===== config.mk =====
export PLATFORM = sky130hd
export DESIGN_NAME = ahb_mtx_input_stage_flat
export DESIGN_NICKNAME = d
export VERILOG_FILES = /design/src/rtl/ahb_mtx_input_stage_if.sv /design/src/rtl/ahb_mtx_input_stage.sv /design/src/flat_wrapper.sv
export SDC_FILE = /design/constraint.sdc
export NUM_CORES = 1
export LEC_CHECK = 0
export BUFFER_PORTS_ARGS = -buffer_cell sky130_fd_sc_hd__buf_2
export CAP_MARGIN = 20
export CORE_MARGIN = 2
export CORE_UTILIZATION = 48
export CTS_CLUSTER_SIZE = 28
export DETAILED_ROUTE_END_ITERATION = 7
export PLACE_DENSITY = 0.75
export SLEW_MARGIN = 10
export SYNTH_ARGS = -nofsm -noshare
export SYNTH_HDL_FRONTEND = slang
export SYNTH_SLANG_ARGS = --single-unit

===== constraint.sdc =====
create_clock -name HCLK -period 1.8 [get_ports HCLK]
set_input_delay 0.18 -clock HCLK [delete_from_list [all_inputs] [get_ports HCLK]]
set_output_delay 0.18 -clock HCLK [all_outputs]
set_load 0.01 [all_outputs]

===== src/rtl/ahb_mtx_input_stage_if.sv =====
// Bus bundle between one AHB master port and the matrix output side.
// The slave modport is the input stage's view; the master modport is the environment's view.
interface ahb_mtx_input_stage_if #(
    parameter int unsigned ADDR_WIDTH = 32
);

    localparam int unsigned TRANS_W = 2;
    localparam int unsigned SIZE_W  = 3;
    localparam int unsigned BURST_W = 3;
    localparam int unsigned PROT_W  = 4;

    // master-side address phase
    logic                  HSELS;
    logic [ADDR_WIDTH-1:0] HADDRS;
    logic [TRANS_W-1:0]    HTRANSS;
    logic                  HWRITES;
    logic [SIZE_W-1:0]     HSIZES;
    logic [BURST_W-1:0]    HBURSTS;
    logic [PROT_W-1:0]     HPROTS;
    logic                  HMASTLOCKS;
    logic                  HREADYS;
    logic                  HREADYOUTS;
    logic                  HRESPS;

    // output-side arbitration and data-phase handshake
    logic                  addr_grant;
    logic                  out_hready;
    logic                  out_hresp;
    logic                  req;

    // forwarded address phase
    logic                  sel_o;
    logic [TRANS_W-1:0]    trans_o;
    logic [ADDR_WIDTH-1:0] addr_o;
    logic                  write_o;
    logic [SIZE_W-1:0]     size_o;
    logic [BURST_W-1:0]    burst_o;
    logic [PROT_W-1:0]     prot_o;
    logic                  lock_o;

    modport slave (
        input  HSELS, HADDRS, HTRANSS, HWRITES, HSIZES, HBURSTS, HPROTS, HMASTLOCKS, HREADYS,
        input  addr_grant, out_hready, out_hresp,
        output HREADYOUTS, HRESPS, req,
        output sel_o, trans_o, addr_o, write_o, size_o, burst_o, prot_o, lock_o
    );

    modport master (
        output HSELS, HADDRS, HTRANSS, HWRITES, HSIZES, HBURSTS, HPROTS, HMASTLOCKS, HREADYS,
        output addr_grant, out_hready, out_hresp,
        input  HREADYOUTS, HRESPS, req,
        input  sel_o, trans_o, addr_o, write_o, size_o, burst_o, prot_o, lock_o
    );

endinterface


===== src/rtl/ahb_mtx_input_stage.sv =====
// Per-master input stage of the AHB bus matrix: forwards or holds the master address phase,
// requests the output arbiter and relays the data-phase handshake back to the master.
module ahb_mtx_input_stage #(
    parameter int unsigned ADDR_WIDTH = 32
) (
    input  logic                    HCLK,
    input  logic                    HRESETn,
    ahb_mtx_input_stage_if.slave    bus
);

    localparam int unsigned TRANS_W = 2;
    localparam int unsigned SIZE_W  = 3;
    localparam int unsigned BURST_W = 3;
    localparam int unsigned PROT_W  = 4;

    typedef struct packed {
        logic                  sel;
        logic [TRANS_W-1:0]    trans;
        logic [ADDR_WIDTH-1:0] addr;
        logic                  write;
        logic [SIZE_W-1:0]     size;
        logic [BURST_W-1:0]    burst;
        logic [PROT_W-1:0]     prot;
        logic                  lock;
    } addr_ph_t;

    // EMPTY: no pending address, output does not own our data phase
    // HELD : address captured and waiting for grant, master stalled
    // DATA : output is in the data phase of a transfer from this port
    typedef enum logic [1:0] {
        ST_EMPTY = 2'd0,
        ST_HELD  = 2'd1,
        ST_DATA  = 2'd2
    } state_t;

    state_t   r_state;
    state_t   w_state_nxt;
    addr_ph_t r_hold;
    addr_ph_t w_live;
    addr_ph_t w_fwd;

    logic w_pend;
    logic w_data_ph;
    logic w_live_xfer;
    logic w_accept;
    logic w_capture;
    logic w_hreadyout;
    logic w_hresp;
    logic w_req;

    always_comb begin
        w_live       = '0;
        w_live.sel   = bus.HSELS;
        w_live.trans = bus.HTRANSS;
        w_live.addr  = bus.HADDRS;
        w_live.write = bus.HWRITES;
        w_live.size  = bus.HSIZES;
        w_live.burst = bus.HBURSTS;
        w_live.prot  = bus.HPROTS;
        w_live.lock  = bus.HMASTLOCKS;
    end

    assign w_pend      = (r_state == ST_HELD);
    assign w_data_ph   = (r_state == ST_DATA);
    assign w_live_xfer = bus.HSELS & bus.HREADYS & bus.HTRANSS[1];
    assign w_accept    = bus.addr_grant & bus.out_hready & (w_pend | w_live_xfer);

    always_ff @(posedge HCLK or negedge HRESETn) begin
        if (!HRESETn) begin
            r_state <= ST_EMPTY;
        end else begin
            r_state <= w_state_nxt;
        end
    end

    // Next state; a completing data phase and a new capture can share one edge.
    always_comb begin
        w_state_nxt = r_state;
        w_capture   = 1'b0;
        case (r_state)
            ST_EMPTY: begin
                if (w_live_xfer) begin
                    if (w_accept) begin
                        w_state_nxt = ST_DATA;
                    end else begin
                        w_state_nxt = ST_HELD;
                        w_capture   = 1'b1;
                    end
                end
            end
            ST_HELD: begin
                if (w_accept) begin
                    w_state_nxt = ST_DATA;
                end
            end
            ST_DATA: begin
                if (bus.out_hready) begin
                    if (w_accept) begin
                        w_state_nxt = ST_DATA;
                    end else if (w_live_xfer) begin
                        w_state_nxt = ST_HELD;
                        w_capture   = 1'b1;
                    end else begin
                        w_state_nxt = ST_EMPTY;
                    end
                end
            end
            default: begin
                w_state_nxt = ST_EMPTY;
            end
        endcase
    end

    // Holding register stays frozen while pending; only a fresh capture loads it.
    always_ff @(posedge HCLK or negedge HRESETn) begin
        if (!HRESETn) begin
            r_hold <= '0;
        end else if (w_capture) begin
            r_hold <= w_live;
        end
    end

    always_comb begin
        w_hreadyout = ~w_pend;
        w_hresp     = 1'b0;
        w_fwd       = w_pend ? r_hold : w_live;
        if (w_data_ph) begin
            w_hreadyout = bus.out_hready;
            w_hresp     = bus.out_hresp;
        end
        if (!w_fwd.sel) begin
            w_fwd.trans = '0;
        end
        w_req = w_pend | w_live_xfer | (bus.HSELS & bus.HMASTLOCKS);
    end

    assign bus.HREADYOUTS = w_hreadyout;
    assign bus.HRESPS     = w_hresp;
    assign bus.req        = w_req;
    assign bus.sel_o      = w_fwd.sel;
    assign bus.trans_o    = w_fwd.trans;
    assign bus.addr_o     = w_fwd.addr;
    assign bus.write_o    = w_fwd.write;
    assign bus.size_o     = w_fwd.size;
    assign bus.burst_o    = w_fwd.burst;
    assign bus.prot_o     = w_fwd.prot;
    assign bus.lock_o     = w_fwd.lock;

endmodule


===== src/flat_wrapper.sv =====
// flat-port wrapper written by rule: the top's interface ports become plain ports
module ahb_mtx_input_stage_flat 
#(
    parameter int unsigned ADDR_WIDTH = 32
)
  (HCLK, HRESETn, bus_HSELS, bus_HADDRS, bus_HTRANSS, bus_HWRITES, bus_HSIZES, bus_HBURSTS, bus_HPROTS, bus_HMASTLOCKS, bus_HREADYS, bus_addr_grant, bus_out_hready, bus_out_hresp, bus_HREADYOUTS, bus_HRESPS, bus_req, bus_sel_o, bus_trans_o, bus_addr_o, bus_write_o, bus_size_o, bus_burst_o, bus_prot_o, bus_lock_o);
  ahb_mtx_input_stage_if #(.ADDR_WIDTH(ADDR_WIDTH)) bus_i ();
  input  logic HCLK;
  input  logic HRESETn;
  input wire logic [$bits(bus_i.HSELS)-1:0] bus_HSELS;
  input wire logic [$bits(bus_i.HADDRS)-1:0] bus_HADDRS;
  input wire logic [$bits(bus_i.HTRANSS)-1:0] bus_HTRANSS;
  input wire logic [$bits(bus_i.HWRITES)-1:0] bus_HWRITES;
  input wire logic [$bits(bus_i.HSIZES)-1:0] bus_HSIZES;
  input wire logic [$bits(bus_i.HBURSTS)-1:0] bus_HBURSTS;
  input wire logic [$bits(bus_i.HPROTS)-1:0] bus_HPROTS;
  input wire logic [$bits(bus_i.HMASTLOCKS)-1:0] bus_HMASTLOCKS;
  input wire logic [$bits(bus_i.HREADYS)-1:0] bus_HREADYS;
  input wire logic [$bits(bus_i.addr_grant)-1:0] bus_addr_grant;
  input wire logic [$bits(bus_i.out_hready)-1:0] bus_out_hready;
  input wire logic [$bits(bus_i.out_hresp)-1:0] bus_out_hresp;
  output wire logic [$bits(bus_i.HREADYOUTS)-1:0] bus_HREADYOUTS;
  output wire logic [$bits(bus_i.HRESPS)-1:0] bus_HRESPS;
  output wire logic [$bits(bus_i.req)-1:0] bus_req;
  output wire logic [$bits(bus_i.sel_o)-1:0] bus_sel_o;
  output wire logic [$bits(bus_i.trans_o)-1:0] bus_trans_o;
  output wire logic [$bits(bus_i.addr_o)-1:0] bus_addr_o;
  output wire logic [$bits(bus_i.write_o)-1:0] bus_write_o;
  output wire logic [$bits(bus_i.size_o)-1:0] bus_size_o;
  output wire logic [$bits(bus_i.burst_o)-1:0] bus_burst_o;
  output wire logic [$bits(bus_i.prot_o)-1:0] bus_prot_o;
  output wire logic [$bits(bus_i.lock_o)-1:0] bus_lock_o;
  assign bus_i.HSELS = bus_HSELS;
  assign bus_i.HADDRS = bus_HADDRS;
  assign bus_i.HTRANSS = bus_HTRANSS;
  assign bus_i.HWRITES = bus_HWRITES;
  assign bus_i.HSIZES = bus_HSIZES;
  assign bus_i.HBURSTS = bus_HBURSTS;
  assign bus_i.HPROTS = bus_HPROTS;
  assign bus_i.HMASTLOCKS = bus_HMASTLOCKS;
  assign bus_i.HREADYS = bus_HREADYS;
  assign bus_i.addr_grant = bus_addr_grant;
  assign bus_i.out_hready = bus_out_hready;
  assign bus_i.out_hresp = bus_out_hresp;
  assign bus_HREADYOUTS = bus_i.HREADYOUTS;
  assign bus_HRESPS = bus_i.HRESPS;
  assign bus_req = bus_i.req;
  assign bus_sel_o = bus_i.sel_o;
  assign bus_trans_o = bus_i.trans_o;
  assign bus_addr_o = bus_i.addr_o;
  assign bus_write_o = bus_i.write_o;
  assign bus_size_o = bus_i.size_o;
  assign bus_burst_o = bus_i.burst_o;
  assign bus_prot_o = bus_i.prot_o;
  assign bus_lock_o = bus_i.lock_o;
  ahb_mtx_input_stage #(.ADDR_WIDTH(ADDR_WIDTH)) u_core (.HCLK(HCLK), .HRESETn(HRESETn), .bus(bus_i));
endmodule

; ---- Word-level counts from Yosys, hierarchy flattened
; Index checks and enable logic that the tools add are counted.
[op_classes]
bitwise_logic = 8
n_reduce_logical = 2
eq_ne = 5
n_mux = 17
[op_table]
columns = operator, count
row1 = $mux W47, 1
row2 = $mux W2, 6
row3 = $mux W1, 8
row4 = $pmux W2 S3, 1
row5 = $and A1 B1 Y1, 5
row6 = $ne A2 B2 Y1 const B, 2
row7 = $reduce_and A3 Y1, 1
row8 = $eq A2 B1 Y1 const B, 1
row9 = $eq A2 B2 Y1 const B, 1
row10 = $logic_not A2 Y1, 1
row11 = $ne A2 B1 Y1 const B, 1
row12 = $or A1 B1 Y1, 2
row13 = $pmux W1 S2, 1
row14 = $not A1 Y1, 1
[word_totals]
out_inout_bits = 50
word_cells = 41
in_bits = 53
reg_bits = 49

; ---- Longest topological paths before layout
; Gate-level depths: netlist (run 1).
[depth]
word_depth = 7
ltp_mapped = 5
depth_no_buf = 3

; ---- Least setup slack after synthesis (run 1)
; OpenSTA, ideal clock, no wires.
[synth_path]
kind = register to register
start = register u_core.r_state[0]
end = register u_core.r_hold[0] in the netlist's numbering
n_path_buf = 2
setup_ps = 125
path_slack_ps = 359
period_less_slack_ps = 1441
t_arrival_ps = 1316
stages_incl_launch_ff = 6
t_required_ps = 1675
path_cell_list = dfrtp_1 -> and4b_1 -> nand3_2 -> buf_6 -> buf_6 -> mux2_4
[synth_via]
elab_chain_len = 6
word_cells_on_any_way = 10
classes_between = eq/ne (2) / mux (5) / bitwise (2) / reduce/logical (1)
[synth_lines]
columns = element, line
row1 = "start, declared", ahb_mtx_input_stage.sv:36  ; state_t r_state;
row2 = "start signal, assigned", ahb_mtx_input_stage.sv:72  ; r_state <= w_state_nxt;
row3 = $eq A2 B1 Y1, ahb_mtx_input_stage.sv:63  ; assign w_pend = (r_state == ST_HELD);
row4 = $or A1 B1 Y1, ahb_mtx_input_stage.sv:66  ; assign w_accept = bus.addr_grant & bus.out_hready & (w_pend | w_live_xfer);
row5 = $and A1 B1 Y1, ahb_mtx_input_stage.sv:66
row6 = $mux W1 (on tied branches), "ahb_mtx_input_stage.sv:98, ahb_mtx_input_stage.sv:83"
row7 = $mux W1 (on tied branches), "ahb_mtx_input_stage.sv:97, ahb_mtx_input_stage.sv:82"
row8 = $pmux W1 S2 *, ahb_mtx_input_stage.sv:80  ; case (r_state)
row9 = "end signal, assigned", ahb_mtx_input_stage.sv:119  ; r_hold <= w_live;
row10 = "end, declared", ahb_mtx_input_stage.sv:38  ; addr_ph_t r_hold;
; Every way passes the cells marked *; elsewhere a longest branch is shown, timed or not.
; A chain may end at the register's enable or synchronous reset.

; ---- Worst setup path in the final report (run 1)
[layout_path]
start = register u_core.r_state[1]
end = output port bus_addr_o[7]
[layout_via]
elab_chain_len = 2
[layout_lines]
columns = element, line
row1 = $eq A2 B1 Y1, ahb_mtx_input_stage.sv:63
row2 = $mux W47, ahb_mtx_input_stage.sv:126  ; w_fwd = w_pend ? r_hold : w_live;
row3 = "end, declared", flat_wrapper.sv:27  ; output wire logic [$bits(bus_i.addr_o)-1:0] bus_addr_o;
; Every way passes these cells.

==> results.ini, run 1 <==
[outcome]
status=finished with violations
failed_checks=negative setup slack

[finish]
fillers=362
areaGrowthSynthToFinish_pct=46.8
final_net_count=341
drive_gt1_share_pct=76.1
seq_area_um2=1230
fin_area_um2=3750
antenna_cells=0
multi_input_area_um2=1360

[detailed_routing]
first_pass_iters=4
wl_per_cell_um=17.0
vias=1844
vias_per_cell=5.14
drc_errors=0
wirelength_mm=6.12
drtIter0Drc=46
ant_nets=0

[pwr]
sw_frac_of_total_pct=26.5
power_switching_mw=1.07
power_frac_comb_pct=37.8
powerDensity_nw_per_um2=1070
p_leak_nw=1.90
p_int_mw=2.96
seqPwrFrac_pct=39.5
power.clock.fraction_pct=22.7
ir_worst_vdd_v=0.000554

[placement]
numPortBuffers=102
placed_area_um2=3150
place_congestion=0.734
hpwl_mm=3.56

[yosys]
ys_warn_count=0
syn_area_um2=2560
post-synth-top-count-cell=mux2_2
synth_edf_count=0
synth.avg_cell_area_um2=14.9
synth.top_cell.area_share_pct=47.9
async_reset_ff_share_pct=100
synthCells=172
yosys.area.top_type=dfrtp_1
synth_seq_cells=49
yosysSeqAreaShare_pct=47.9
synth_common_cells=mux2_2 (62), dfrtp_1 (49), mux2_4 (28)
yosysUniqueCellTypes=18
ys.flop_type=dfrtp_1
synth_fp_nets=225
ys_top_cells_by_area=dfrtp_1 (48%), mux2_2 (27%), mux2_4 (16%)

[sta]
period_needed_ns=1.86
hold_violations=0
rsz0062_at_grt=true
fin_crit_sh_pct=103
slew_violations=0
fin_ws_ns=-0.0600
slew_headroom_pct=64.5
setup_viol=27
setup_tns_ns=-0.719
finalClockSkew_ns=0.0101
clock.fmax_mhz=538
worst_pin_slew_ns=0.532

[setup_path]
crit_type=reg2out
path_max_fanout=7
critPathCaptureType=primary output
startpoint_type=flip-flop
required_ns=1.62
cp.arrival_ns=1.68

[cts]
cts_max_level=2
cts_tree=built
clk_path_buf_depth=2
insertion_delay_ns=0.30
cts_buffers=5
clk_pin_slew_ns=0.09
clock_sinks=49
root_buffer=clkbuf_8

[floorplan]
row_count=26
die_w_um=77.0
die_y_um=77.0
core-area_um2=5140
die_area_um2=5930
io_pins=103
start_util_pct=49.8

[job]
cap_viol_max_count=0

[grt]
overflow=0
grtUsageTotal_pct=17.7
grt_pass1_wl_mm=8.41
antenna_found_initial=0
grt_max_degree=38
grt_pass1_vias=1831

[hold_path]
hold_class=in2reg

## cells in the final DEF, fill, tap and decap left out
master and instances:
a21o_1 2, a21oi_1 2, and3b_1 1, and4b_1 1, buf_12 5, buf_2 76
buf_4 6, buf_6 27, buf_8 2, bufinv_16 2, clkbuf_16 3, clkbuf_8 5
clkinv_2 1, dfrtp_1 49, dlygate4sd3_1 1, mux2_2 36, mux2_4 54, nand2_1 3
nand2b_1 3, nand3_1 1, nand3_2 2, nor2_1 2, nor2b_4 1, nor3b_1 1
o21ai_1 2, o21bai_1 1
## per-stage QoR
step                total power [mW]  cells  setup slack (ns)  util (%)  hold slack (ns)
floorplan                       2.36    172             0.359         -           -0.116
global placement                2.70    339             0.292      61.3            0.189
detailed placement              2.73    339             0.229      61.3            0.191
CTS                             3.67    348           -0.0443      64.2           0.0512
global route                    4.24    359            -0.112      73.0           0.0684
finish                          4.03    359           -0.0600      73.0           0.0591
## routing by layer
metal  track usage [%]  part of all wire, %  vias to the layer above
met5                 0                    0                        -
met4              4.29                 0.75                        0
met3              5.41                  7.1                        5
met2              29.3                   48                       77
met1              22.8                   44                      911
li1                  -                    -                      851
## logic make-up after synthesis
family	after synthesis	share of synthesized area, %
muxes	90	43.7
DFF	49	47.9
buffers and inverters	11	3.13
and+or+nand+nor	15	3.52
AOI/OAI and AO/OA	7	1.66
## state kept, by name, summed over array words and instances (netlist names)
name / flops
u_core.r_hold: 47
u_core.r_state: 2
## power groups by stage
stage                     Combinational, mW  Clock, mW  Sequential [mW]
after floorplan                       0.824          0             1.54
after global placement                 1.12          0             1.58
after detailed placement               1.15          0             1.59
after CTS                              1.15      0.943             1.58
after global routing                   1.62      0.980             1.64
final                                  1.52      0.917             1.59
## timing repair
item,CTS,global route
resized for setup,1,61
pin swaps,0,0
setup buffers,0,5
hold buffers,1,0
cloned,0,6
hold endpoints to repair,22,0
endpoints found under the setup margin,45,45
## path summary, 6_finish.rpt
check | startpoint | to | slack (ns) | cells past startpoint
min in group asynchronous | HRESETn | u_core.r_hold[28] | 0.38 | 2
max in group asynchronous | HRESETn | u_core.r_hold[37] | 0.87 | 3
max | u_core.r_state[1] | bus_addr_o[7] | -0.06 | 5
min | bus_addr_grant | u_core.r_state[0] | 0.06 | 2
max reg2reg | u_core.r_state[0] | u_core.r_hold[12] | 0.14 | 5
min reg2reg | u_core.r_hold[45] | u_core.r_hold[45] | 0.48 | 1
## critical path, stage by stage, from the launching register on
cell     delay [ns]
dfrtp_1        0.42
nor2b_4        0.19
buf_12         0.16
buf_6          0.13
mux2_2         0.34
buf_2          0.14
## area by class of cell
| class | instances | area share, % |
|---|---|---|
| repair buffers | 120 | 25.2 |
| clock inverters | 3 | 1.73 |
| flip-flops and latches | 49 | 32.7 |
| clock buffers | 5 | 1.83 |
| multi-input cells | 112 | 36.3 |
| well taps | 70 | 2.33 |
(Power assumes the default switching activity.)
==> run 2: changes to the inputs <==
PLACE_DENSITY = 0.79   (was 0.75)
==> run 2 against run 1 <==
The flow still finishes with violations (negative setup slack); non-clock buffer count stayed put; setup slack better by 0.028 ns; routed wire length increased by 6.4%; sequential share of layout area is 1.3 points lower; worst hold slack better by 0.0031 ns; utilization rose by 3.1 points; count of clock-buffer cells in the layout increased by 2; largest cell class unchanged.
==> results.ini, run 2 (synthesis gave the netlist of run 1 again) <==
[sta]
rsz0062_at_grt=true
worst_pin_slew_ns=0.609  ; +0.0767 ns
slew_violations=0  ; unchanged
setup_viol=35  ; +30%
period_needed_ns=1.83  ; -0.0282 ns
clock.fmax_mhz=546  ; +1.5%
fin_ws_ns=-0.0318  ; +0.0282 ns
whs_ns=0.0622  ; +0.00307 ns
hold_violations=0  ; unchanged
fin_crit_sh_pct=102  ; -1.6 points
finalClockSkew_ns=0.00347  ; -0.00664 ns
slew_headroom_pct=59.4  ; -5.1 points

[setup_path]
crit_path_cell_trace=nor2b_4, buf_6, clkbuf_16, mux2_4, buf_6
worst_r2r_path_depth=4  ; -1
path_max_fanout=5  ; -2
r2r_setup_slack_ns=0.19  ; +0.05 ns
cp_slowest_stage_delay_ns=0.45  ; +0.03 ns
cp.arrival_ns=1.65  ; -0.03 ns
crit_type=reg2out
endpoint=bus_addr_o[9]
crit_start=u_core.r_state[1]
critPathCaptureType=primary output
crit_path_top_delay_cell=dfrtp_2
cp_common_cell=buf_6
r2r_end=u_core.r_hold[18]
required_ns=1.62  ; about the same
startpoint_type=flip-flop
r2r-start=u_core.r_state[0]

[floorplan]
die_area_um2=5930  ; unchanged
row_count=26  ; unchanged
io_pins=103  ; unchanged
die_y_um=77.0  ; unchanged
core-area_um2=5140  ; unchanged
die_w_um=77.0  ; unchanged
start_util_pct=49.8  ; unchanged

[finish]
final_common_cell=mux2_4
antenna_cells=0  ; unchanged
final_net_count=341  ; unchanged
reg_top3=u_core.r_hold x47, u_core.r_state x2
top_register=u_core.r_hold
largest_reg_flops=47  ; unchanged
mostFrequentLayoutCells=mux2_4 (70), buf_2 (58), buf_6 (49), dfrtp_1 (48), mux2_2 (20)
areaGrowthSynthToFinish_pct=53.0
drive_gt1_share_pct=76.0  ; -0.083 points
finish.utilization_pct=76.1  ; +3.1 points

[grt]
overflow=0  ; unchanged
grt_max_degree=50  ; +32%
grt_pass1_wl_mm=8.29  ; -1.4%
grt_pass1_vias=1736  ; -5.2%
antenna_found_initial=0  ; unchanged
grtUsageTotal_pct=17.7  ; about the same

[cts]
clk_pin_slew_ns=0.08  ; about the same
cts_tree=built
clk_path_buf_depth=2  ; unchanged
cts_buffers=5  ; unchanged
root_buffer=clkbuf_8
cts_max_level=2  ; unchanged
insertion_delay_ns=0.29  ; about the same
clock_sinks=49  ; unchanged

[detailed_routing]
vias_per_cell=5.16  ; +0.50%
wirelength_mm=6.51  ; +6.4%
first_pass_iters=4  ; unchanged
drtIter0Drc=41  ; -11%
wl_per_cell_um=18.2  ; +6.7%
ant_nets=0  ; unchanged
vias=1848  ; +0.22%
drc_errors=0  ; unchanged

[outcome]
failed_checks=negative setup slack
status=finished with violations

[placement]
hpwl_mm=3.39  ; -4.6%
place_congestion=0.721  ; -1.8%
numPortBuffers=102  ; unchanged

[job]
cap_viol_max_count=0  ; unchanged

[pwr]
p_leak_nw=1.98  ; +4.3%
powerDensity_nw_per_um2=1010  ; -6.0%
ir_worst_vdd_v=0.000566  ; +2.1%

[hold_path]
hold_class=in2reg

[run 2: cell types whose count changed in the layout (fill, tap and decap cells not counted), moves of 3 or more]
cell / previous run / this run
buf_2: 76 / 58
buf_12: 5 / 1
buf_6: 27 / 49
mux2_2: 36 / 20
mux2_4: 54 / 70
buf_4: 6 / 3
[run 2: cell type report]
cell class,instances,area (µm²)
multi-input combinational,112,1420
sequential,49,1230
fill,331,1230
timing repair buffer,120,1090
tap,70,87.6
clock buffer,7,86.3
[run 2: layer usage]
layer  GRT usage, %  wire, µm  vias up
li1               -         -      852
met5              0         0        -
met3           5.65       421        7
met2           26.7      3270       78
met1           24.5      2760      911
met4           5.36        56        0
[run 2: how the worst min path moves through the flow]
| stage | start | endpoint | slack, ns | cells past startpoint |
|---|---|---|---|---|
| 2_1_floorplan | HRESETn | u_core.r_hold[0] | -0.12 | 0 |
| 3_3_place_gp | HRESETn | u_core.r_hold[28] | 0.32 | 2 |
| 3_5_place_dp | HRESETn | u_core.r_hold[25] | 0.32 | 2 |
| 4_1_cts | bus_addr_grant | u_core.r_state[0] | 0.06 | 2 |
| 5_1_grt | bus_addr_grant | u_core.r_state[0] | 0.07 | 2 |
| 6_report | bus_addr_grant | u_core.r_state[0] | 0.06 | 2 |
[run 2: repair_timing]
item | 4_1_cts | 5_1_grt
hold endpoints to repair | 11 | 0
cloned | 2 | 5
buffers inserted | 2 | 3
gates resized for setup | 3 | 99
endpoints found under the setup margin | 35 | 46
hold buffers | 1 | 0
[run 2: per-stage QoR]
step / cell area, µm² / std cells / setup TNS [ns] / setup slack [ns] / power [mW]
final: 3910 / 358 / -0.576 / -0.0318 / 3.95
after global placement: 3130 / 338 / 0 / 0.268 / 2.69
after CTS: 3310 / 350 / -1.41 / -0.0471 / 3.46
after floorplan: 2560 / 172 / 0 / 0.359 / 2.36
after global routing: 3910 / 358 / -3.06 / -0.0891 / 4.15
after detailed placement: 3130 / 338 / 0 / 0.208 / 2.73
[run 2: critical path: cells and delay by family (launching register included)]
family                 cells  cell delay, ns
buffers and inverters      3            0.43
DFF                        1            0.45
muxes                      1            0.31
and+or+nand+nor            1            0.16
[run 2: report_power, final]
part           switching, mW  internal [mW]  leakage (nW)
Combinational          0.569           1.13          1.36
Sequential             0.195           1.42         0.580
Clock                  0.330          0.305        0.0443
Total                   1.09           2.85          1.98
==> run 3: changes to the inputs <==
SKIP_CTS_REPAIR_TIMING = 1   (was default)
==> run 3 against run 2 <==
The flow finishes with violations (negative hold slack, negative setup slack); fmax down 0.41%; die area unchanged; routed wire length down 6.8%; utilization down 4.1 points; highest routed layer unchanged.
==> results.ini, run 3 (synthesis gave the netlist of run 1 again) <==
[outcome]
status=finished with violations
failed_checks=negative hold slack, negative setup slack

[finish]
final_common_cell=buf_2
reg_top3=u_core.r_hold x47, u_core.r_state x2
finish.utilization_pct=72.0  ; -4.1 points
fillers=351  ; +6.0%
drive_gt1_share_pct=75.7  ; -0.34 points
final_net_count=337  ; -1.2%
mostFrequentLayoutCells=buf_2 (69), mux2_4 (55), dfrtp_1 (48), buf_6 (37), mux2_2 (35)
top_register=u_core.r_hold
areaGrowthSynthToFinish_pct=44.7
fin_area_um2=3700  ; -5.4%
largest_reg_flops=47  ; unchanged
antenna_cells=0  ; unchanged

[floorplan]
die_area_um2=5930  ; unchanged
die_y_um=77.0  ; unchanged
io_pins=103  ; unchanged
die_w_um=77.0  ; unchanged
row_count=26  ; unchanged
start_util_pct=49.8  ; unchanged
core-area_um2=5140  ; unchanged

[cts]
clk_path_buf_depth=2  ; unchanged
cts_max_level=2  ; unchanged
root_buffer=clkbuf_8
insertion_delay_ns=0.30  ; about the same
clock_sinks=49  ; unchanged
clk_pin_slew_ns=0.08  ; about the same
cts_buffers=5  ; unchanged
cts_tree=built

[setup_path]
required_ns=1.62  ; about the same
startpoint_type=flip-flop
crit_type=reg2out
path_max_fanout=6  ; +1
critPathCaptureType=primary output
cp.arrival_ns=1.66  ; about the same

[detailed_routing]
vias_per_cell=5.13  ; -0.68%
wl_met1_mm=2.61  ; -5.7%
drc_errors=0  ; unchanged
wl_met3_um=423  ; +0.48%
maxUsedRoutingLayer=met4
drtIter0Drc=46  ; +12%
ant_nets=0  ; unchanged
first_pass_iters=4  ; unchanged
wirelength_mm=6.07  ; -6.8%
vias=1815  ; -1.8%
wl_per_cell_um=17.1  ; -5.8%
dr_wl_met2_mm=2.98  ; -8.8%

[sta]
clock.fmax_mhz=544  ; -0.41%
hold_violations=33  ; +33
worst_pin_slew_ns=0.607  ; -0.00192 ns
period_needed_ns=1.84  ; +0.00749 ns
fin_crit_sh_pct=102  ; +0.42 points
slew_violations=0  ; unchanged
setup_viol=43  ; +23%
finalClockSkew_ns=0.00382  ; +0.000349 ns
slew_headroom_pct=59.5  ; +0.13 points
setup_tns_ns=-0.991  ; -0.416 ns
fin_ws_ns=-0.0393  ; -0.00749 ns
rsz0062_at_grt=true
whs_ns=-0.0140  ; -0.0762 ns

[grt]
antenna_found_initial=0  ; unchanged
grt_max_degree=50  ; unchanged
grtUsageTotal_pct=16.6  ; -1.1 points
grt_pass1_vias=1679  ; -3.3%
overflow=0  ; unchanged
grt_pass1_wl_mm=7.87  ; -5.1%

[placement]
placed_area_um2=3130  ; unchanged
place_congestion=0.721  ; unchanged
hpwl_mm=3.39  ; unchanged
dp_slack_ns=0.208  ; unchanged
numPortBuffers=102  ; unchanged

[job]
cap_viol_max_count=0  ; unchanged

[pwr]
powerDensity_nw_per_um2=1020  ; +1.1%
ir_worst_vdd_v=0.000562  ; -0.72%
p_leak_nw=1.87  ; -5.8%

[hold_path]
hold_class=in2async

run 3: cell types whose count changed in the layout (fill, tap and decap cells not counted), sizes merged:
cell | previous run | this run
dlygate4sd3 | 1 | 0
buf | 114 | 112
clkbuf | 12 | 11
run 3: metrics by stage:
step                instances  power, mW
global placement          338       2.69
global route              354       3.98
CTS                       345       3.39
floorplan                 172       2.36
finish                    354       3.78
detailed placement        338       2.73
run 3: per-layer routing:
| metal | GRT usage (%) | vias to the layer above |
|---|---|---|
| met4 | 5.36 | 0 |
| met2 | 25.1 | 77 |
| met5 | 0 | - |
| li1 | - | 848 |
| met1 | 22.6 | 883 |
| met3 | 5.65 | 7 |
run 3: area by class of cell:
| cell class | instances | area [µm²] | area share, % |
|---|---|---|---|
| Tap cell | 70 | 87.6 | 2.37 |
| Clock buffer | 7 | 86.3 | 2.33 |
| Timing Repair Buffer | 116 | 940 | 25.4 |
| Multi-Input combinational cell | 112 | 1360 | 36.7 |
| Sequential cell | 49 | 1230 | 33.2 |
run 3: report_power, final:
group	internal [mW]	switching, mW	total, mW
Combinational	1.01	0.526	1.53
Sequential	1.42	0.185	1.60
Clock	0.305	0.336	0.642
Total	2.73	1.05	3.78
run 3: final timing paths:
kind	startpoint	to	slack (ns)	depth (start not counted)
min in group HCLK	bus_addr_grant	u_core.r_state[0]	0.06	2
worst min-delay path	HRESETn	u_core.r_hold[29]	-0.01	2
worst max register to register	u_core.r_state[0]	u_core.r_hold[2]	0.20	4
worst min register to register	u_core.r_hold[45]	u_core.r_hold[45]	0.47	1
max in group asynchronous	HRESETn	u_core.r_state[1]	1.38	2
worst max-delay path	u_core.r_state[1]	bus_addr_o[6]	-0.04	5
run 3: worst max-delay path: stages, from the launching register on:
cell and delay (ns):
dfrtp_2 0.45, nor2b_4 0.16, buf_12 0.14, clkbuf_16 0.15, mux2_2 0.34, buf_6 0.12
